<file path="src/rtl/barrel_shift_pkg.sv">
// Shared mode/direction encodings and elaboration-time helpers for the
// pipelined barrel shift unit.
package barrel_shift_pkg;

    typedef enum logic [1:0] {
        MODE_ROT = 2'b00,
        MODE_LSH = 2'b01,
        MODE_ASH = 2'b10,
        MODE_RSV = 2'b11
    } shift_mode_e;

    localparam logic DIR_RIGHT = 1'b0;
    localparam logic DIR_LEFT  = 1'b1;

    // Rotate distance of log level k, folded into the word so that levels whose
    // nominal distance exceeds a non-power-of-2 width still compose to amount mod N.
    function automatic int stage_rot_amt(input int k, input int n);
        return (1 << k) % n;
    endfunction

    function automatic bit slice_after(input int k, input int shift_width, input int pipe_stages);
        for (int j = 0; j < pipe_stages; j++) begin
            if (((j + 1) * shift_width) / pipe_stages - 1 == k) return 1'b1;
        end
        return 1'b0;
    endfunction

endpackage

</file>
<file path="src/rtl/barrel_shift_stage.sv">
// One combinational log level: moves the word by 2^STAGE_IDX (rotate distance
// folded mod DATA_WIDTH) when en is set; mode 11 always passes through.
module barrel_shift_stage
    import barrel_shift_pkg::*;
#(
    parameter int DATA_WIDTH = 32,
    parameter int STAGE_IDX  = 0
) (
    input  logic [DATA_WIDTH-1:0] data_in,
    input  logic                  en,
    input  logic                  dir,
    input  logic [1:0]            mode,
    output logic [DATA_WIDTH-1:0] data_out
);

    localparam int SHIFT = 1 << STAGE_IDX;
    localparam int ROT   = stage_rot_amt(STAGE_IDX, DATA_WIDTH);
    localparam logic [DATA_WIDTH-1:0] ONES = '1;

    logic fill;

    // Arithmetic right shifts keep the MSB, so the sign survives every level.
    assign fill = data_in[DATA_WIDTH-1];

    always_comb begin
        data_out = data_in;
        if (en) begin
            case (mode)
                MODE_ROT: begin
                    if (dir == DIR_LEFT)
                        data_out = (data_in << ROT) | (data_in >> (DATA_WIDTH - ROT));
                    else
                        data_out = (data_in >> ROT) | (data_in << (DATA_WIDTH - ROT));
                end
                MODE_LSH: begin
                    if (dir == DIR_LEFT)
                        data_out = data_in << SHIFT;
                    else
                        data_out = data_in >> SHIFT;
                end
                MODE_ASH: begin
                    if (dir == DIR_LEFT)
                        data_out = data_in << SHIFT;
                    else
                        data_out = (data_in >> SHIFT) | (fill ? ~(ONES >> SHIFT) : '0);
                end
                default: data_out = data_in;
            endcase
        end
    end

endmodule

</file>
<file path="src/rtl/pipelined_barrel_shift_unit.sv">
// Pipelined rotate/logical/arithmetic shifter: SHIFT_WIDTH log levels with
// PIPE_STAGES register slices sharing one global advance enable.
module pipelined_barrel_shift_unit
    import barrel_shift_pkg::*;
#(
    parameter int DATA_WIDTH  = 32,
    parameter int SHIFT_WIDTH = $clog2(DATA_WIDTH),
    parameter int PIPE_STAGES = 2,
    parameter int USER_WIDTH  = 4
) (
    input  logic                   clk,
    input  logic                   rst_n,
    input  logic                   in_valid,
    output logic                   in_ready,
    input  logic [DATA_WIDTH-1:0]  in_data,
    input  logic [SHIFT_WIDTH-1:0] in_amount,
    input  logic                   in_dir,
    input  logic [1:0]             in_mode,
    input  logic [USER_WIDTH-1:0]  in_user,
    output logic                   out_valid,
    input  logic                   out_ready,
    output logic [DATA_WIDTH-1:0]  out_data,
    output logic [USER_WIDTH-1:0]  out_user,
    output logic                   out_err
);

    logic adv;

    // Index k holds the beat entering log level k; index SHIFT_WIDTH is the output.
    logic [DATA_WIDTH-1:0]  s_data   [SHIFT_WIDTH+1];
    logic [SHIFT_WIDTH-1:0] s_amount [SHIFT_WIDTH+1];
    logic [1:0]             s_mode   [SHIFT_WIDTH+1];
    logic [USER_WIDTH-1:0]  s_user   [SHIFT_WIDTH+1];
    logic                   s_dir    [SHIFT_WIDTH+1];
    logic                   s_sign   [SHIFT_WIDTH+1];
    logic                   s_valid  [SHIFT_WIDTH+1];
    logic                   unused_tail;

    assign adv      = !out_valid || out_ready;
    assign in_ready = adv;

    assign s_data[0]   = in_data;
    assign s_amount[0] = in_amount;
    assign s_mode[0]   = in_mode;
    assign s_user[0]   = in_user;
    assign s_dir[0]    = in_dir;
    assign s_sign[0]   = in_data[DATA_WIDTH-1];
    assign s_valid[0]  = in_valid;

    for (genvar k = 0; k < SHIFT_WIDTH; k++) begin : g_level
        localparam bit IS_SLICE = slice_after(k, SHIFT_WIDTH, PIPE_STAGES);
        localparam bit IS_LAST  = (k == SHIFT_WIDTH - 1);

        logic [DATA_WIDTH-1:0] shifted;
        logic [DATA_WIDTH-1:0] level_data;

        barrel_shift_stage #(
            .DATA_WIDTH (DATA_WIDTH),
            .STAGE_IDX  (k)
        ) u_stage (
            .data_in  (s_data[k]),
            .en       (s_amount[k][k]),
            .dir      (s_dir[k]),
            .mode     (s_mode[k]),
            .data_out (shifted)
        );

        // Amounts >= DATA_WIDTH (only reachable for non-power-of-2 widths) saturate.
        always_comb begin
            level_data = shifted;
            if (IS_LAST && (int'(s_amount[k]) >= DATA_WIDTH)) begin
                if (s_mode[k] == MODE_LSH)
                    level_data = '0;
                else if (s_mode[k] == MODE_ASH)
                    level_data = (s_dir[k] == DIR_LEFT) ? '0 : {DATA_WIDTH{s_sign[k]}};
            end
        end

        if (IS_SLICE) begin : g_slice
            logic [DATA_WIDTH-1:0]  data_q;
            logic [SHIFT_WIDTH-1:0] amount_q;
            logic [1:0]             mode_q;
            logic [USER_WIDTH-1:0]  user_q;
            logic                   dir_q;
            logic                   sign_q;
            logic                   valid_q;

            always_ff @(posedge clk) begin
                if (!rst_n) begin
                    data_q   <= '0;
                    amount_q <= '0;
                    mode_q   <= MODE_ROT;
                    user_q   <= '0;
                    dir_q    <= DIR_RIGHT;
                    sign_q   <= 1'b0;
                    valid_q  <= 1'b0;
                end else if (adv) begin
                    data_q   <= level_data;
                    amount_q <= s_amount[k];
                    mode_q   <= s_mode[k];
                    user_q   <= s_user[k];
                    dir_q    <= s_dir[k];
                    sign_q   <= s_sign[k];
                    valid_q  <= s_valid[k];
                end
            end

            assign s_data[k+1]   = data_q;
            assign s_amount[k+1] = amount_q;
            assign s_mode[k+1]   = mode_q;
            assign s_user[k+1]   = user_q;
            assign s_dir[k+1]    = dir_q;
            assign s_sign[k+1]   = sign_q;
            assign s_valid[k+1]  = valid_q;
        end else begin : g_pass
            assign s_data[k+1]   = level_data;
            assign s_amount[k+1] = s_amount[k];
            assign s_mode[k+1]   = s_mode[k];
            assign s_user[k+1]   = s_user[k];
            assign s_dir[k+1]    = s_dir[k];
            assign s_sign[k+1]   = s_sign[k];
            assign s_valid[k+1]  = s_valid[k];
        end
    end

    assign out_valid = s_valid[SHIFT_WIDTH];
    assign out_data  = s_data[SHIFT_WIDTH];
    assign out_user  = s_user[SHIFT_WIDTH];
    assign out_err   = out_valid && (s_mode[SHIFT_WIDTH] == MODE_RSV);

    assign unused_tail = ^{s_amount[SHIFT_WIDTH], s_dir[SHIFT_WIDTH], s_sign[SHIFT_WIDTH]};

endmodule

</file>
<file path="config.mk">
export PLATFORM = sky130hd
export DESIGN_NAME = pipelined_barrel_shift_unit
export DESIGN_NICKNAME = d
export VERILOG_FILES = /design/src/rtl/barrel_shift_pkg.sv /design/src/rtl/barrel_shift_stage.sv /design/src/rtl/pipelined_barrel_shift_unit.sv
export SDC_FILE = /design/constraint.sdc
export NUM_CORES = 1
export LEC_CHECK = 0
export CAP_MARGIN = 10
export CORE_UTILIZATION = 50
export DETAILED_ROUTE_END_ITERATION = 6
export PLACE_DENSITY = 0.74
export SLEW_MARGIN = 5
export SYNTH_ARGS = -nofsm -noshare
export SYNTH_HDL_FRONTEND = slang
export SYNTH_SLANG_ARGS = --single-unit
</file>
<file path="constraint.sdc">
create_clock -name clk -period 3.3 [get_ports clk]
set_clock_uncertainty 0.15 [all_clocks]
set_input_delay 0.66 -clock clk [delete_from_list [all_inputs] [get_ports clk]]
set_output_delay 0.66 -clock clk [all_outputs]
set_load 0.05 [all_outputs]
</file>
# --- Yosys cells after proc, flatten, opt, wreduce, memory -nomap -nowiden ---
# Index checks and enable logic that the tools add are counted.
word_totals:
  register_bits: 84
  inputBits: 48
op_classes:
  n_eq_ne: 5
  n_mux: 29
  bitwise: 14
  n_reduce_logical: 5
op_table:
  columns: ["cell", "n"]
  rows:
  - ["$mux W32", 24]
  - ["$pmux W32 S3", 5]
  - ["$or A24 B32 Y32", 2]
  - ["$or A28 B32 Y32", 2]
  - ["$or A30 B32 Y32", 2]
  - ["$or A31 B32 Y32", 2]
  - ["$or A16 B32 Y32", 1]
  - ["$or A32 B1 Y32", 1]
  - ["$or A32 B16 Y32", 1]
  - ["$or A32 B2 Y32", 1]
  - ["$or A32 B4 Y32", 1]
  - ["$or A32 B8 Y32", 1]
  - ["$eq A2 B2 Y1 const B", 3]
  - ["$eq A2 B1 Y1 const B", 2]
  - ["$logic_not A2 Y1", 2]
  - ["$logic_and A1 B1 Y1", 1]
  - ["$logic_not A1 Y1", 1]
  - ["$logic_or A1 B1 Y1", 1]

# --- Depth between registers and ports, before layout ---
depth:
  word_depth: 15
  mapped_depth: 10
  ltp_nobuf: 6

# --- Modules after synthesis ---
# A second synthesis with hierarchy kept.
unflattened:
  hier_cells: 932
  hier_area_um2: 7098.1
by_module_without_submodules:
  columns: ["mod", "n_inst", "cells_per_inst", "area_each_um2", "seq_area_each_um2"]
  rows:
  - ["pipelined_barrel_shift_unit", 1, 349, 3248.1, 1641.6]
  - ["barrel_shift_stage at g_level[0].u_stage", 1, 116, 882.1, 0.0]
  - ["barrel_shift_stage at g_level[2].u_stage", 1, 126, 872.1, 0.0]
  - ["barrel_shift_stage at g_level[3].u_stage", 1, 136, 829.5, 0.0]
  - ["barrel_shift_stage at g_level[1].u_stage", 1, 122, 763.2, 0.0]
  - ["barrel_shift_stage at g_level[4].u_stage", 1, 83, 503.0, 0.0]

# --- Worst setup path after synthesis ---
# No wires, ideal clock.
synth_path:
  path_type: "in2out"
  startpoint: "in out_ready"
  endpoint: "out in_ready"
  t_arrival_ns: 1.807
  required_time_ns: 2.490
  path_slack_ns: 0.683
  stages: 5
  n_path_buf: 3
  path_cell_list: "nor2b_1 clkbuf_1 inv_1 clkbuf_1 clkbuf_1"
synth_via:
  elab_chain_cells: 1
synth_rtl:
  columns: ["element", "line", "text"]
  rows:
  - ["from (decl)", "pipelined_barrel_shift_unit.sv:21", "input logic out_ready,"]
  - ["$logic_or A1 B1 Y1", "pipelined_barrel_shift_unit.sv:39", "assign adv = !out_valid || out_ready;"]
  - ["to (decl)", "pipelined_barrel_shift_unit.sv:14", "output logic in_ready,"]
# No other way between the ends.

# --- Worst setup path after layout ---
layout_path:
  startpoint: "reg g_level[1].g_slice.mode_q[1]"
  endpoint: "reg g_level[4].g_slice.data_q[14], in the netlist out_data[14]"
layout_via:
  elab_chain_cells: 12
  word_cells_on_any_way: 20
  cone_classes: "2 x eq/ne; 12 x mux; 5 x bitwise; 1 x reduce/logical"
layout_rtl:
  columns: ["element", "line", "text"]
  rows:
  - ["from (decl)", "pipelined_barrel_shift_unit.sv:82", "logic [1:0] mode_q;"]
  - ["from (signal assigned)", "pipelined_barrel_shift_unit.sv:100", "mode_q <= s_mode[k];"]
  - ["$eq A2 B2 Y1 (tied with other cells)", "barrel_shift_stage.sv:28", "case (mode)"]
  - ["$pmux W32 S3", "barrel_shift_stage.sv:28", null]
  - ["$mux W32", "barrel_shift_stage.sv:27", "if (en) begin"]
  - ["$mux W32", "barrel_shift_stage.sv:45", "data_out = (data_in >> SHIFT) | (fill ? ~(ONES >> SHIFT) : '0);"]
  - ["$or A24 B32 Y32", "barrel_shift_stage.sv:45", null]
  - ["$mux W32", "barrel_shift_stage.sv:42", "if (dir == DIR_LEFT)"]
  - ["$pmux W32 S3", "barrel_shift_stage.sv:28", null]
  - ["$mux W32", "barrel_shift_stage.sv:27", null]
  - ["$or A16 B32 Y32", "barrel_shift_stage.sv:45", null]
  - ["$mux W32", "barrel_shift_stage.sv:42", null]
  - ["$pmux W32 S3", "barrel_shift_stage.sv:28", null]
  - ["$mux W32 *", "barrel_shift_stage.sv:27", null]
  - ["to (signal assigned)", "pipelined_barrel_shift_unit.sv:98", "data_q <= level_data;"]
  - ["to (decl)", "pipelined_barrel_shift_unit.sv:80", "logic [DATA_WIDTH-1:0] data_q;"]
# Every way passes the cells marked *; elsewhere a longest branch is shown, timed or not.
# A chain may end at the register's enable or synchronous reset.

==> results.json <==
{
  "status": "finished clean",
  "criticalPathCategory": "reg -> reg",
  "min_path_cells": 2,
  "area.growth.synth_to_final_pct": 18.6,
  "cp.required_ps": 3440,
  "yosysUniqueCellTypes": 72,
  "cp_max_fo": 20,
  "hold_class": "reg -> reg",
  "avgSynthCellArea_um2": 7.60,
  "post_cts_buffers": 0,
  "clkTransAtPathRegs_ps": 70,
  "fin_util_pct": 61.1,
  "gp_congestion": 1.00,
  "drive_gt1_share_pct": 10.9,
  "grt_overflow": 0,
  "grt_usage_pct": 29.9,
  "cts_hold_buf": 0,
  "ios": 87,
  "initial_core_util_pct": 51.5,
  "post_cts_resized": 0,
  "num-fill-cells": 1149,
  "drt-pass1-iter-count": 5,
  "clockBufferDepth": 2,
  "grt_pass1_vias": 5982,
  "power_mw": 3.30,
  "h-tree-depth": 3,
  "antenna_cells": 0,
  "maxCapViolCount": 0,
  "critPathMaxStageDelay_ps": 740,
  "fmax_mhz": 360,
  "rr_worst_depth": 7,
  "postRouteAntennaNets": 0,
  "cp_cell_sequence": "buf_4 -> a21boi_2 -> a2111oi_0 -> a211oi_1 -> o21ai_1 -> o221ai_1 -> o211a_1",
  "hold_start": "g_level[1].g_slice.valid_q",
  "synth-seq-area-share_pct": 25.1,
  "leakage_nw": 2.90,
  "reg2reg_from": "g_level[1].g_slice.mode_q[1]",
  "finalSetupViolCount": 0,
  "worstHoldEndpoint": "g_level[1].g_slice.valid_q",
  "ff_latch_area_um2": 1640,
  "portBuffers": 86,
  "peakVddDrop_v": 0.000229,
  "viasPerCell": 6.26,
  "slew_headroom_pct": 34.8,
  "antenna_found_initial": 0,
  "endpoint_kind": "flip-flop",
  "yosysWarningCount": 0,
  "die_area_um2": 13500,
  "finalHoldViolations": 0,
  "async_flop_share_pct": 0,
  "numClockSinks": 82,
  "synth_ff_type": "dfxtp_1",
  "r2r_slack_ps": 530,
  "dpl.hpwl_mm": 14.6,
  "finalCriticalPeriod_ps": 2770,
  "drc": 0,
  "numCtsBuffers": 9,
  "clk_latency_ps": 350,
  "grt_pass1_wl_mm": 31.4,
  "multiInputGateArea_um2": 4420,
  "synth_edf_count": 0,
  "powerDensity_nw_per_um2": 426,
  "cts_tree": "done",
  "dr.first_iter.drc_count": 875,
  "setup_tns_ps": 0,
  "yosys_register_bits": 82,
  "synth_area_um2": 6530,
  "die_w_um": 116,
  "critPathLaunchType": "flip-flop",
  "route.vias.total": 6775,
  "syn_inst": 859,
  "tightest_slew_ps": 972,
  "routedWlPerCell_um": 18.2,
  "coreArea_um2": 12700,
  "arrival_ps": 2920,
  "maxSlewViolCount": 0,
  "routed_wl_mm": 19.7,
  "nets": 953,
  "r2r-end": "out_data[14]",
  "rsz0062_at_grt": "false",
  "root_buffer": "clkbuf_16",
  "die_y_um": 116,
  "fin_crit_sh_pct": 84.1,
  "slowest_stage": "a21boi_2",
  "fp-row-count": 41,
  "synth_nets": 907,
  "grt_max_degree": 62
}
## power breakdown
group          total, mW  switching [mW]  leakage [nW]  internal, mW
logic               1.15           0.694          2.10         0.461
clock network      0.938           0.422         0.126         0.516
registers           1.21           0.122         0.680          1.09
total               3.30            1.24          2.90          2.06
## metal layers
layer | part of all wire (%) | GRT usage [%] | routed length (um) | up-vias
met2 | 44 | 45.0 | 8760 | 299
met4 | 3.2 | 12.9 | 621 | 0
li1 | - | - | - | 3284
met1 | 45 | 42.4 | 8870 | 3144
met5 | 0 | 0 | 0 | -
met3 | 7.3 | 4.05 | 1440 | 48
## cell type report
type	instances	share of cell area [%]
multi-input combinational	684	57.1
sequential	82	21.2
timing repair buffer	121	15.0
clock buffer	10	2.96
tap	172	2.78
clock inverter	6	0.630
inverter	7	0.339
## logic make-up after synthesis
| group | Yosys count | share of synthesized area [%] |
|---|---|---|
| fa+ha+maj | 1 | 0.153 |
| compound gates | 325 | 32.4 |
| simple gates | 243 | 16.1 |
| flops | 82 | 25.1 |
| buf+inv | 93 | 7.55 |
| xor+xnor | 1 | 0.134 |
| mux | 114 | 18.5 |
## worst max path at each step
stage	startpoint	end	slack [ps]	depth (start not counted)
after floorplan	out_ready	in_ready	680	5
after global placement	in_amount[0]	g_level[1].g_slice.data_q[15]	400	8
after detailed placement	in_amount[0]	g_level[1].g_slice.data_q[16]	380	8
after CTS	g_level[1].g_slice.mode_q[1]	out_data[14]	600	7
after global routing	g_level[1].g_slice.mode_q[1]	out_data[14]	340	7
final	g_level[1].g_slice.mode_q[1]	out_data[14]	530	7
## registers in the layout, indices dropped and copies added, names as in the netlist
register / flops
g_level.g_slice.data_q: 32
out_data: 32
g_level.g_slice.mode_q: 4
g_level.g_slice.user_q: 4
out_user: 4
g_level.g_slice.amount_q: 3
g_level.g_slice.dir_q: 1
g_level.g_slice.valid_q: 1
out_valid: 1
## synthesized netlist by cell type (3+ instances only)
cell type / instances / area (um^2)
inv_1: 7 / 26.3
a22o_1: 3 / 26.3
a211oi_1: 13 / 97.6
o21ai_1: 6 / 30.0
a221oi_1: 10 / 87.6
and2_1: 5 / 31.3
dfxtp_1: 82 / 1640
a22oi_1: 3 / 22.5
clkbuf_1: 37 / 139
o22a_1: 3 / 26.3
mux4_2: 3 / 67.6
a31oi_1: 11 / 68.8
o221ai_1: 12 / 105
a221oi_2: 3 / 45.0
buf_6: 10 / 113
nor2_1: 64 / 240
and3_1: 3 / 18.8
o211a_1: 5 / 50.1
buf_2: 27 / 135
o21ai_0: 114 / 571
mux2_2: 19 / 214
nand2_1: 100 / 375
a2bb2oi_1: 3 / 26.3
o21a_1: 4 / 30.0
a21boi_2: 3 / 33.8
a21oi_1: 59 / 295
nand3_1: 39 / 195
nor2b_1: 6 / 37.5
nor2_2: 3 / 18.8
o22ai_1: 12 / 75.1
o211ai_1: 9 / 67.6
buf_4: 9 / 67.6
a32oi_1: 3 / 26.3
a21o_1: 3 / 22.5
nor3_1: 12 / 60.1
mux2i_1: 90 / 901
a21boi_0: 18 / 135
## critical path, delay by kind of cell (launching register included)
kind,cells,cell delay (ps)
AO/OA/AOI/OAI,6,1830
buffers and inverters,1,270
flip-flops,1,460
## stage by stage
stage / cells / setup WS, ps / hold slack, ps / area (um^2)
2_1_floorplan: 859 / 683 / 287 / 6530
4_1_cts: 1082 / 605 / 317 / 7750
3_3_place_gp: 1066 / 397 / 299 / 7470
5_1_grt: 1082 / 339 / 330 / 7750
3_5_place_dp: 1066 / 377 / 305 / 7470
6_report: 1082 / 525 / 314 / 7750
## cell usage in the layout (no fill, tap or decap), types with 10 or more instances in the layout
master / netlist / routed
o21ai_0: 114 / 114
nand2_1: 100 / 100
mux2i_1: 90 / 90
clkdlybuf4s50_1: 0 / 83
dfxtp_1: 82 / 81
nor2_1: 64 / 64
a21oi_1: 59 / 59
nand3_1: 39 / 39
buf_4: 9 / 33
mux2_2: 19 / 19
a21boi_0: 18 / 18
a211oi_1: 13 / 13
nor3_1: 12 / 12
o22ai_1: 12 / 12
o221ai_1: 12 / 12
a31oi_1: 11 / 11
a221oi_1: 10 / 10
Power figures use the tool's default switching activity.
